--- src/rtl/adc_sample_fifo_if.sv ---
// Sample-stream interface between the ADC capture stage, the sample FIFO and the
// downstream consumer, plus the FIFO status/overrun controls.
interface adc_sample_fifo_if #(
    parameter int unsigned DATA_W     = 12,
    parameter int unsigned DEPTH_LOG2 = 4
);
    logic [DATA_W-1:0]   in_data;
    logic                in_valid;
    logic [DATA_W-1:0]   out_data;
    logic                out_valid;
    logic                out_ready;
    logic [DEPTH_LOG2:0] count;
    logic                full;
    logic                overrun;
    logic [7:0]          overrun_cnt;
    logic                clr_overrun;

    // FIFO side
    modport slave (
        input  in_data, in_valid, out_ready, clr_overrun,
        output out_data, out_valid, count, full, overrun, overrun_cnt
    );

    // Producer/consumer side
    modport master (
        output in_data, in_valid, out_ready, clr_overrun,
        input  out_data, out_valid, count, full, overrun, overrun_cnt
    );
endinterface

--- src/rtl/adc_sample_fifo.sv ---
// First-word-fall-through sample FIFO: converts offset-binary ADC codes to two's
// complement on write, buffers them, and counts samples dropped on overrun.
module adc_sample_fifo #(
    parameter int unsigned DATA_W     = 12,
    parameter int unsigned DEPTH_LOG2 = 4
) (
    input  logic            CLK,
    input  logic            RST,
    adc_sample_fifo_if.slave bus
);
    localparam int unsigned DEPTH = 1 << DEPTH_LOG2;
    localparam int unsigned PTR_W = DEPTH_LOG2;
    localparam int unsigned CNT_W = DEPTH_LOG2 + 1;
    localparam int unsigned OVR_W = 8;

    logic [DATA_W-1:0] mem_q [DEPTH];
    logic [PTR_W-1:0]  wr_ptr_q, wr_ptr_d;
    logic [PTR_W-1:0]  rd_ptr_q, rd_ptr_d;
    logic [CNT_W-1:0]  count_q, count_d;
    logic              out_valid_q, out_valid_d;
    logic              full_q, full_d;
    logic              overrun_q, overrun_d;
    logic [OVR_W-1:0]  ovr_cnt_q, ovr_cnt_d;

    logic              pop_c, push_c, drop_c;
    logic [DATA_W-1:0] wr_word_c;

    // Handshake qualification and next-state computation
    always_comb begin
        pop_c       = out_valid_q & bus.out_ready;
        push_c      = bus.in_valid & (~full_q | pop_c);
        drop_c      = bus.in_valid & full_q & ~pop_c;
        wr_word_c   = {~bus.in_data[DATA_W-1], bus.in_data[DATA_W-2:0]};

        wr_ptr_d    = wr_ptr_q;
        rd_ptr_d    = rd_ptr_q;
        count_d     = count_q;
        overrun_d   = overrun_q;
        ovr_cnt_d   = ovr_cnt_q;

        if (push_c) wr_ptr_d = wr_ptr_q + PTR_W'(1);
        if (pop_c)  rd_ptr_d = rd_ptr_q + PTR_W'(1);

        unique case ({push_c, pop_c})
            2'b10:   count_d = count_q + CNT_W'(1);
            2'b01:   count_d = count_q - CNT_W'(1);
            default: count_d = count_q;
        endcase

        // A drop in the clearing cycle restarts the tally at one
        if (bus.clr_overrun) begin
            overrun_d = drop_c;
            ovr_cnt_d = drop_c ? OVR_W'(1) : '0;
        end else if (drop_c) begin
            overrun_d = 1'b1;
            if (ovr_cnt_q != {OVR_W{1'b1}}) ovr_cnt_d = ovr_cnt_q + OVR_W'(1);
        end

        out_valid_d = (count_d != '0);
        full_d      = (count_d == CNT_W'(DEPTH));
    end

    always_ff @(posedge CLK) begin
        if (RST) begin
            wr_ptr_q    <= '0;
            rd_ptr_q    <= '0;
            count_q     <= '0;
            out_valid_q <= 1'b0;
            full_q      <= 1'b0;
            overrun_q   <= 1'b0;
            ovr_cnt_q   <= '0;
        end else begin
            wr_ptr_q    <= wr_ptr_d;
            rd_ptr_q    <= rd_ptr_d;
            count_q     <= count_d;
            out_valid_q <= out_valid_d;
            full_q      <= full_d;
            overrun_q   <= overrun_d;
            ovr_cnt_q   <= ovr_cnt_d;
        end
    end

    // Storage is not reset; a write during reset lands outside the live window
    always_ff @(posedge CLK) begin
        if (push_c) mem_q[wr_ptr_q] <= wr_word_c;
    end

    assign bus.out_data    = mem_q[rd_ptr_q];
    assign bus.out_valid   = out_valid_q;
    assign bus.count       = count_q;
    assign bus.full        = full_q;
    assign bus.overrun     = overrun_q;
    assign bus.overrun_cnt = ovr_cnt_q;
endmodule

--- src/flat_wrapper.sv ---
// flat-port wrapper written by rule: the top's interface ports become plain ports
module adc_sample_fifo_flat 
#(
    parameter int unsigned DATA_W     = 12,
    parameter int unsigned DEPTH_LOG2 = 4
)
  (CLK, RST, bus_in_data, bus_in_valid, bus_out_ready, bus_clr_overrun, bus_out_data, bus_out_valid, bus_count, bus_full, bus_overrun, bus_overrun_cnt);
  adc_sample_fifo_if #(.DATA_W(DATA_W), .DEPTH_LOG2(DEPTH_LOG2)) bus_i ();
  input  logic CLK;
  input  logic RST;
  input wire logic [$bits(bus_i.in_data)-1:0] bus_in_data;
  input wire logic [$bits(bus_i.in_valid)-1:0] bus_in_valid;
  input wire logic [$bits(bus_i.out_ready)-1:0] bus_out_ready;
  input wire logic [$bits(bus_i.clr_overrun)-1:0] bus_clr_overrun;
  output wire logic [$bits(bus_i.out_data)-1:0] bus_out_data;
  output wire logic [$bits(bus_i.out_valid)-1:0] bus_out_valid;
  output wire logic [$bits(bus_i.count)-1:0] bus_count;
  output wire logic [$bits(bus_i.full)-1:0] bus_full;
  output wire logic [$bits(bus_i.overrun)-1:0] bus_overrun;
  output wire logic [$bits(bus_i.overrun_cnt)-1:0] bus_overrun_cnt;
  assign bus_i.in_data = bus_in_data;
  assign bus_i.in_valid = bus_in_valid;
  assign bus_i.out_ready = bus_out_ready;
  assign bus_i.clr_overrun = bus_clr_overrun;
  assign bus_out_data = bus_i.out_data;
  assign bus_out_valid = bus_i.out_valid;
  assign bus_count = bus_i.count;
  assign bus_full = bus_i.full;
  assign bus_overrun = bus_i.overrun;
  assign bus_overrun_cnt = bus_i.overrun_cnt;
  adc_sample_fifo #(.DATA_W(DATA_W), .DEPTH_LOG2(DEPTH_LOG2)) u_core (.CLK(CLK), .RST(RST), .bus(bus_i));
endmodule
--- config.mk ---
export PLATFORM = sky130hd
export DESIGN_NAME = adc_sample_fifo_flat
export DESIGN_NICKNAME = d
export VERILOG_FILES = /design/src/rtl/adc_sample_fifo_if.sv /design/src/rtl/adc_sample_fifo.sv /design/src/flat_wrapper.sv
export SDC_FILE = /design/constraint.sdc
export NUM_CORES = 1
export LEC_CHECK = 0
export ABC_AREA = 1
export CORE_MARGIN = 8
export CORE_UTILIZATION = 53
export DETAILED_ROUTE_END_ITERATION = 10
export GPL_TIMING_DRIVEN = 0
export PLACE_DENSITY = 0.72
export SETUP_SLACK_MARGIN = 0.1
export SLEW_MARGIN = 20
export SYNTH_ARGS = -nofsm -noshare
export SYNTH_HDL_FRONTEND = slang
export SYNTH_SLANG_ARGS = --single-unit
--- constraint.sdc ---
create_clock -name CLK -period 3.56 [get_ports CLK]
set_clock_uncertainty 0.15 [all_clocks]
set_input_delay 0.712 -clock CLK [delete_from_list [all_inputs] [get_ports CLK]]
set_output_delay 0.712 -clock CLK [all_outputs]
set_load 0.03 [all_outputs]
==> reports/qor.yml <==
logic_synthesis:
  synth_cell_types: 26
  synthAdderAreaFrac: 0.0126
  synth-simple-area-share: 0.124
  netlist_instances: 769
  synth_common_cells: "edfxtp_1, nor2_1, o21ai_0, nand2_1, o211ai_1"
  synthTopCellsByArea: "edfxtp_1, nor2_1, dfxtp_1, o21ai_0, o211ai_1"
  yosys_most_used_dff: "edfxtp_1"
  synth_top_area_cell: "edfxtp_1"
  synthMuxAreaShare: 0.00112
  avgSynthCellArea_sq_um: 11.6
  yosys_warnings: 0
  synth_nets: 795
  yosysSeqAreaShare: 0.708
  synthMostInstantiatedCell: "edfxtp_1"
  synth-seq-cells: 220
  synth_top_family_by_area: "simple AND/OR/NAND/NOR gates"
  async_flop_share: 0
  syn_area_sq_um: 8940
  synth_top_area_share: 0.645
  synth_xor_area_frac: 0.000980
  synth_edf_count: 192
  synth_compound_gate_area_share: 0.117
floorplan:
  die_h_um: 146
  die-area_sq_um: 21300
  num_rows: 47
  die_width_um: 146
  design.core.area_sq_um: 16500
  start_util: 0.541
  ios: 45
global_routing:
  grt_pass1_wl_um: 37000
  grt_overflow: 0
  grt_pass1_vias: 6506
  grt_max_degree: 17
  antenna_found_initial: 0
  grt_use_total: 0.224
sta:
  fin_crit_sh: 0.961
  period_needed_ns: 3.42
  finalHoldViolCount: 0
  rsz0062_at_grt: "true"
  max-slew-margin-rel: 0.348
  fmax_mhz: 292
  setup_viol: 0
  worstMarginPinSlew_ns: 0.976
  setup_tns_ns: 0
  drv_slew: 0
  setup_ws_ns: 0.140
setup_path:
  startpoint_type: "flip-flop"
  crit_fanout: 10
  critPathKind: "reg2out"
  critPathArrivalTime_ns: 2.56
  r2r-start: "u_core.bus.out_valid"
  cp-end-kind: "output pin"
  r2r_slack_ns: 0.72
  crit_required_ns: 2.70
  r2r_cells: 17
  rr_endpoint: "u_core.bus.out_valid"
final_layout:
  n_antenna_cell: 0
  area_delta_synth_final_pct: 16.9
  final_cells: 1077
  num-nets-final: 867
  drive_above_1_share: 0.105
clock_network:
  cts_made_buffers: 22
  cts_tree: "built"
  cts_setup_buffers: 0
  path_clk_slew_ns: 0.06
  ctsRootBufferMaster: "clkbuf_16"
  htreeDepth: 1
  clkLatencyLatePin_ns: 0.49
  clockBufferDepth: 3
  clock-sinks: 220
routing:
  drt_pass1_iterations: 5
  via_count: 6494
  wl_per_cell_um: 22.2
  final_antenna_net_count: 0
  drc_errors: 0
  via_per_inst: 6.03
  drtIter0Drc: 857
  wirelength_um: 23900
power:
  power_mw: 6.52
  clkPwrFrac: 0.350
  switchingPower_mw: 1.90
  leakage_nw: 3.56
  combinationalPowerShare: 0.202
  p_sw_frac: 0.291
  peakVddDrop_mv: 0.327
  p_per_area_nw_per_um2: 624
  p_seq_frac: 0.448
  p_int_mw: 4.62
placement:
  place_inst: 1037
  port_buffers: 44
  dp_slack_ns: -0.0617
  dpl.hpwl_um: 15600
  place_congestion: 0.910
min_path:
  holdCritPathClass: "reg2reg"
  worstHoldPathCells: 1
  hp-start: "u_core.rd_ptr_q[3]"
outcome:
  status: "finished, final reports clean"
run:
  drv_cap: 0
-- worst max-delay path by stage --
stage,from,end,slack (ns),cells past startpoint
4_1_cts,flip-flop,bus_out_data[8],0.03,7
3_5_place_dp,bus_out_ready,u_core.bus.out_valid,-0.06,18
6_report,flip-flop,bus_out_data[8],0.14,10
5_1_grt,flip-flop,bus_out_data[8],0.009,10
3_3_place_gp,bus_out_ready,u_core.mem_q[7][3],-0.03,5
2_1_floorplan,bus_out_ready,u_core.bus.out_valid,0.84,17
-- layout by cell type, fill, tap and decap left out, types with 5 or more instances in the layout --
cell and instances:
clkdlybuf4s50_1 32, nand3_1 24, buf_2 8, dfxtp_1 27, clkbuf_1 13, inv_1 32, clkbuf_16 23, o21ai_1 9
clkbuf_2 17, a21oi_1 15, ha_1 9, dlygate4sd2_1 5, nand4_1 5, nor2_1 165, o211ai_1 48, nand2_1 67
edfxtp_1 192, buf_6 7, o21ai_0 109, nor2_2 16
-- cell families (layout without fill, tap and decap cells) --
group,after synthesis,after routing
adders and majority gates,9,9
DFF,220,220
buffers and inverters,72,160
and+or+nand+nor,282,282
AOI/OAI and AO/OA,184,184
muxes,1,1
xor gates and xnor gates,1,1
-- routing by layer --
| layer | track usage | part of all wire | up-vias |
|---|---|---|---|
| met5 | 0 | 0 | - |
| met4 | 0.0994 | 0.039 | 0 |
| met3 | 0.0414 | 0.11 | 70 |
| met2 | 0.369 | 0.48 | 416 |
| met1 | 0.284 | 0.37 | 3110 |
| li1 | - | - | 2898 |
-- critical path, cell delays in order (launching register included) --
cell and delay (ns):
dfxtp_2 0.37, buf_6 0.16, inv_2 0.11, buf_2 0.25, nor2_1 0.07, nor2_1 0.09
o21ai_0 0.12, o211ai_1 0.14, o211ai_1 0.20, nand2_1 0.13, dlygate4sd2_1 0.41
-- metrics by stage --
step	area (sq um)	util	hold slack (ns)
after detailed placement	9740	0.590	0.308
after CTS	10500	0.633	0.326
final	10400	0.632	0.322
after floorplan	8940	-	0.262
after global routing	10400	0.632	0.353
after global placement	9660	0.584	0.280
-- repair_timing --
item                       in CTS  in global routing
hold buffers                    0                  0
setup endpoints to repair      12                 11
pin swaps                       0                  2
gates resized for setup        27                 18
-- sequential cells by signal, summed over array words and instances (netlist names), named ones only --
name and count:
u_core.bus.overrun 1, u_core.bus.count 5, u_core.wr_ptr_q 4, u_core.rd_ptr_q 4
u_core.bus.full 1, u_core.bus.out_valid 1, u_core.bus.overrun_cnt 8, u_core.mem_q 192
-- cell type report --
| type | count | area (sq um) |
|---|---|---|
| flip-flops and latches | 220 | 6330 |
| plain buffers | 39 | 223 |
| repair buffers | 48 | 453 |
| clock inverters | 12 | 113 |
| fillers | 1225 | 6080 |
| multi-input cells | 477 | 2330 |
| well taps | 220 | 275 |
| inverters | 33 | 124 |
| clock buffers | 28 | 604 |
-- power by group through the flow --
stage | sequential (mW) | combinational [mW] | clock (mW)
after floorplan | 3.00 | 0.775 | 0
after global placement | 2.96 | 1.28 | 0
after detailed placement | 2.97 | 1.33 | 0
after CTS | 2.92 | 1.31 | 2.30
after global routing | 2.92 | 1.43 | 2.41
final | 2.92 | 1.32 | 2.28
Power figures use the tool's default switching activity.
